### src/rtl/ysyx_22050612_pkg.sv
// rtl/ysyx_22050612_pkg.sv - shared widths, reset PC and IFU state encoding
package ysyx_22050612_pkg;

    localparam int XLEN   = 64;
    localparam int INST_W = 32;

    localparam logic [XLEN-1:0] RESET_PC_DEFAULT = 64'h8000_0000;

    typedef enum logic [1:0] {
        IFU_REQ  = 2'd0,
        IFU_WAIT = 2'd1,
        IFU_DROP = 2'd2,
        IFU_HOLD = 2'd3
    } ifu_state_e;

    // Instruction addresses are word aligned; low two bits are dropped.
    function automatic logic [XLEN-1:0] align4(input logic [XLEN-1:0] a);
        return {a[XLEN-1:2], 2'b00};
    endfunction

endpackage

### src/rtl/ysyx_22050612_Reg.sv
// rtl/ysyx_22050612_Reg.sv - generic register with write enable and reset value
module ysyx_22050612_Reg #(
    parameter int               WIDTH     = 64,
    parameter logic [WIDTH-1:0] RESET_VAL = '0
) (
    input  logic             clk,
    input  logic             rst_n,
    input  logic             we,
    input  logic [WIDTH-1:0] din,
    output logic [WIDTH-1:0] dout
);

    logic [WIDTH-1:0] dout_q;
    logic [WIDTH-1:0] dout_d;

    // Next value: new data when written, otherwise hold.
    always_comb begin
        dout_d = dout_q;
        if (we) begin
            dout_d = din;
        end
    end

    // Storage with synchronous reset to the configured value.
    always_ff @(posedge clk) begin
        if (!rst_n) begin
            dout_q <= RESET_VAL;
        end else begin
            dout_q <= dout_d;
        end
    end

    assign dout = dout_q;

endmodule

### src/rtl/ysyx_22050612_ifu.sv
// rtl/ysyx_22050612_ifu.sv - instruction fetch unit (optional trace: YSYX_22050612_IFU_TRACE_EN)
module ysyx_22050612_ifu
    import ysyx_22050612_pkg::*;
#(
    parameter logic [63:0] RESET_PC = RESET_PC_DEFAULT
) (
    input  logic        clk,
    input  logic        rst_n,
    output logic        imem_req_valid,
    input  logic        imem_req_ready,
    output logic [63:0] imem_req_addr,
    input  logic        imem_rsp_valid,
    input  logic [31:0] imem_rsp_data,
    output logic        inst_valid,
    input  logic        inst_ready,
    output logic [31:0] inst,
    output logic [63:0] inst_pc,
    input  logic        redirect_valid,
    input  logic [63:0] redirect_pc
);

    ifu_state_e         state_q;
    ifu_state_e         state_d;
    logic [INST_W-1:0]  inst_q;
    logic [INST_W-1:0]  inst_d;
    logic [XLEN-1:0]    pc_q;
    logic [XLEN-1:0]    pc_d;
    logic               pc_we;
    logic               req_fire;
    logic               idu_fire;

    ysyx_22050612_Reg #(
        .WIDTH     (XLEN),
        .RESET_VAL (RESET_PC)
    ) u_pc (
        .clk   (clk),
        .rst_n (rst_n),
        .we    (pc_we),
        .din   (pc_d),
        .dout  (pc_q)
    );

    // A redirect suppresses both handshakes in the same cycle; rst_n gating
    // keeps both valids low for the whole reset window.
    assign imem_req_valid = rst_n & (state_q == IFU_REQ)  & ~redirect_valid;
    assign inst_valid     = rst_n & (state_q == IFU_HOLD) & ~redirect_valid;
    assign imem_req_addr  = pc_q;
    assign inst           = inst_q;
    assign inst_pc        = pc_q;

    assign req_fire = imem_req_valid & imem_req_ready;
    assign idu_fire = inst_valid & inst_ready;

    // Next-state, held instruction and PC update; redirect has top priority.
    always_comb begin
        state_d = state_q;
        inst_d  = inst_q;
        pc_we   = 1'b0;
        pc_d    = pc_q + 64'd4;

        if (redirect_valid) begin
            pc_we = 1'b1;
            pc_d  = align4(redirect_pc);
        end else if (idu_fire) begin
            pc_we = 1'b1;
        end

        case (state_q)
            IFU_REQ: begin
                if (req_fire) begin
                    state_d = IFU_WAIT;
                end
            end
            IFU_WAIT: begin
                if (redirect_valid) begin
                    // Same-cycle response is the stale word itself, so nothing left to drop.
                    state_d = imem_rsp_valid ? IFU_REQ : IFU_DROP;
                end else if (imem_rsp_valid) begin
                    inst_d  = imem_rsp_data;
                    state_d = IFU_HOLD;
                end
            end
            IFU_DROP: begin
                // The outstanding response is always consumed here so the
                // unit cannot wait for a response that will never come.
                if (imem_rsp_valid) begin
                    state_d = IFU_REQ;
                end
            end
            IFU_HOLD: begin
                if (redirect_valid || idu_fire) begin
                    state_d = IFU_REQ;
                end
            end
            default: state_d = IFU_REQ;
        endcase
    end

    // FSM state and held instruction registers.
    always_ff @(posedge clk) begin
        if (!rst_n) begin
            state_q <= IFU_REQ;
            inst_q  <= '0;
        end else begin
            state_q <= state_d;
            inst_q  <= inst_d;
        end
    end

`ifdef YSYX_22050612_IFU_TRACE_EN
    logic [63:0] count_q;
    logic [63:0] count_d;

    // Retired-fetch count advances on each IDU handshake.
    always_comb begin
        count_d = count_q;
        if (idu_fire) begin
            count_d = count_q + 64'd1;
        end
    end

    // Counter storage plus fetch and redirect trace output.
    always_ff @(posedge clk) begin
        if (!rst_n) begin
            count_q <= '0;
        end else begin
            count_q <= count_d;
            if (idu_fire) begin
                $display("ifu %x %x %d", inst_pc, inst, count_d);
            end
            if (redirect_valid) begin
                $display("ifu redirect %x", align4(redirect_pc));
            end
        end
    end
`else
`endif

endmodule

### config.mk
export PLATFORM = sky130hd
export DESIGN_NAME = ysyx_22050612_ifu
export DESIGN_NICKNAME = d
export VERILOG_FILES = /design/src/rtl/ysyx_22050612_pkg.sv /design/src/rtl/ysyx_22050612_Reg.sv /design/src/rtl/ysyx_22050612_ifu.sv
export SDC_FILE = /design/constraint.sdc
export NUM_CORES = 1
export LEC_CHECK = 0
export BUFFER_PORTS_ARGS = -buffer_cell sky130_fd_sc_hd__buf_2
export CAP_MARGIN = 40
export CORE_MARGIN = 2
export CORE_UTILIZATION = 45
export CTS_BUF_LIST = sky130_fd_sc_hd__clkbuf_8 sky130_fd_sc_hd__clkbuf_16
export CTS_CLUSTER_DIAMETER = 120
export DETAILED_ROUTE_END_ITERATION = 6
export PLACE_DENSITY = 0.87
export SETUP_SLACK_MARGIN = 0.15
export SYNTH_ARGS = -nofsm -noshare
export SYNTH_HDL_FRONTEND = slang
export SYNTH_HIERARCHICAL = 1
export SYNTH_SLANG_ARGS = --single-unit
### constraint.sdc
create_clock -name clk -period 2.6 [get_ports clk]
set_clock_uncertainty 0.1 [all_clocks]
set_input_delay 0.78 -clock clk [delete_from_list [all_inputs] [get_ports clk]]
set_output_delay 0.78 -clock clk [all_outputs]
set_load 0.02 [all_outputs]
==> flow_metrics.py <==
metrics = {
    "clock_network": {
        "cts_buffer_depth": 2,
        "cts_hold_buf": 0,
        "htree_levels": 3,
        "numCtsBuffers": 9,
        "clk_pin_slew_ns": 0.07,
        "clock_latency_ns": 0.36,
        "cts_tree": "done",
        "root_buffer": "clkbuf_16",
        "clock_sinks": 98,
    },
    "synthesis": {
        "yosys_warnings": 6,
        "syn_nets": 947,
        "synth-seq-cells": 98,
        "avgSynthCellArea_um2": 7.84,
        "synth-main-ff-cell": "dfxtp_1",
        "syn_area_mm2": 0.00661,
        "synth_cell_types": 49,
        "async_reset_ff_frac": 0,
        "synth-seq-area-share": 0.297,
        "synth_edf_count": 0,
        "syn_inst": 844,
    },
    "place": {
        "gp_congestion": 0.897,
        "port_buffers": 261,
        "place_area_mm2": 0.00787,
        "dp_slack_ns": 0.151,
        "dp_hpwl_um": 14400,
    },
    "route": {
        "vias": 6746,
        "totalWireLength_um": 19600,
        "final_antenna_net_count": 0,
        "drc_errors": 0,
        "drt_pass1_iterations": 5,
        "avgRoutedWirePerCell_um": 15.8,
        "drt_iter0_markers": 323,
        "vias_per_cell": 5.44,
    },
    "flow_run": {
        "maxCapViolCount": 0,
    },
    "finish": {
        "drive_above_1_share": 0.374,
        "area_delta_synth_final_pct": 24.7,
        "design_area_mm2": 0.00825,
        "final_common_cell": "buf_2",
        "final_cell_mix": "260 x buf_2, 158 x nand2_1, 77 x nor2b_1",
        "finish.utilization": 0.572,
        "layout.nets": 1154,
    },
    "critical_path": {
        "critPathLaunchType": "register",
        "crit_family": "simple AND/OR/NAND/NOR gates",
        "path_buf_inv": 1,
        "cp.arrival_ns": 2.64,
        "endpoint_kind": "register",
        "path_class": "register to register",
        "required_ns": 2.75,
        "slowest_stage": "or4_1",
        "path_cells": "nand4_1, buf_4, or4_1, nor4_1, nor2_1, a221o_1, mux2i_1, nor2b_1",
        "cpPeakStageDelay_ns": 0.51,
        "crit_fanout": 5,
    },
    "floorplanning": {
        "ios": 264,
        "row_count": 44,
        "core-area_mm2": 0.0144,
        "die_h_um": 125,
        "dieArea_mm2": 0.0157,
        "die_w_um": 125,
        "initial_core_util": 0.459,
    },
    "grt": {
        "grtUsageTotal": 0.239,
        "grt_max_degree": 98,
        "grt_first_pass_wirelength_um": 30700,
        "grt_overflow": 0,
        "grt_pass1_vias": 6269,
        "antenna_found_initial": 1,
    },
    "sta": {
        "finalHoldViolations": 0,
        "rsz0062_at_grt": "yes",
        "holdWs_ns": 0.365,
        "setup_slack_ns": 0.118,
        "finalSetupTns_ns": 0,
        "max_slew_margin": 0.446,
        "setup_viol": 0,
        "max_freq_mhz": 403,
        "slew_violations": 0,
        "tightest_slew_ns": 0.831,
        "fin_crit_ns": 2.48,
        "period_share": 0.955,
    },
    "hold_path": {
        "hp-class": "register to register",
    },
    "pwr": {
        "pwr_density_cell_mw_per_mm2": 451,
        "leakagePower_nw": 3.68,
        "peakVddDrop_mv": 0.429,
    },
    "run_status": {
        "status": "completed",
    },
}
==> logic make-up (layout without fill, tap and decap cells) <==
| family | after synthesis | in the layout | share of synthesized area |
|---|---|---|---|
| AO/OA/AOI/OAI | 96 | 96 | 0.0969 |
| other | 0 | 1 | 0 |
| adder cells (fa/ha/maj) | 1 | 1 | 0.00189 |
| XOR/XNOR | 36 | 36 | 0.0477 |
| multiplexers | 76 | 76 | 0.116 |
| buffers and inverters | 131 | 343 | 0.123 |
| AND/OR/NAND/NOR | 406 | 406 | 0.318 |
| flip-flops | 98 | 98 | 0.297 |
==> final timing paths <==
kind                                end  slack [ns]  depth (start not counted)                        from
max          u_pc/dout[50]$_SDFFE_PN0P_        0.12                          8  u_pc/dout[29]$_SDFFE_PN0P_
min               inst[28]$_SDFFE_PN0P_        0.36                          2       inst[28]$_SDFFE_PN0P_
max reg2reg  u_pc/dout[50]$_SDFFE_PN0P_        0.12                          8  u_pc/dout[29]$_SDFFE_PN0P_
min reg2reg       inst[28]$_SDFFE_PN0P_        0.36                          2       inst[28]$_SDFFE_PN0P_
==> repair_timing <==
item / 4_1_cts / 5_1_grt
buffers inserted: 0 / 4
gates resized for setup: 1 / 17
pin swaps: 0 / 4
setup endpoints to repair: 1 / 15
==> stage by stage <==
stage | instances | total power, mW
5_1_grt | 1240 | 3.89
4_1_cts | 1236 | 3.76
3_5_place_dp | 1220 | 2.44
6_report | 1241 | 3.72
3_3_place_gp | 1220 | 2.43
2_1_floorplan | 844 | 2.22
==> synthesized netlist by cell type, types with 7 or more instances <==
library cell	instances	area [um2]
a21boi_0	32	240
nor2b_1	77	482
nor3_1	22	110
nand2_1	159	597
xnor2_1	23	201
nor4_1	26	163
buf_4	64	480
nand3_1	26	130
nand4_1	30	188
inv_1	10	37.5
xor2_1	13	114
and4_1	7	61.3
mux2i_1	73	731
dfxtp_1	98	1960
o21ai_0	37	185
nor2_1	25	93.8
clkbuf_1	41	154
a22oi_1	9	67.6
or4_1	10	75.1
==> layout make-up <==
cell class	instances	area [um2]
multi-input combinational	615	3920
timing repair buffer	316	1760
tap	184	230
sequential	98	2020
inverter	11	41.3
clock inverter	7	56.3
antenna	1	2.50
fill	1311	6180
clock buffer	9	225
==> sequential cells by signal, summed over array words and instances, names as in the netlist <==
register	cells
inst	32
state_q	2
u_pc/dout	64
==> report_power, final <==
| part | internal [mW] | switching, mW |
|---|---|---|
| sequential | 1.57 | 0.0819 |
| clock | 0.665 | 0.646 |
| combinational | 0.322 | 0.441 |
==> routing by layer <==
metal / vias to the layer above / wire (um) / part of all wire / track usage
li1: 3279 / - / - / -
met1: 3158 / 7920 / 0.40 / 0.283
met2: 282 / 9820 / 0.50 / 0.427
met3: 27 / 1480 / 0.076 / 0.0633
met4: 0 / 344 / 0.018 / 0.0621
met5: - / 0 / 0 / 0
==> worst reg2reg max path, cell delays in order (launching register included) <==
cell     delay (ns)
dfxtp_1        0.34
nand4_1        0.21
buf_4          0.23
or4_1          0.51
nor4_1         0.42
nor2_1         0.10
a221o_1        0.28
mux2i_1        0.14
nor2b_1        0.06
(Power assumes the default switching activity.)
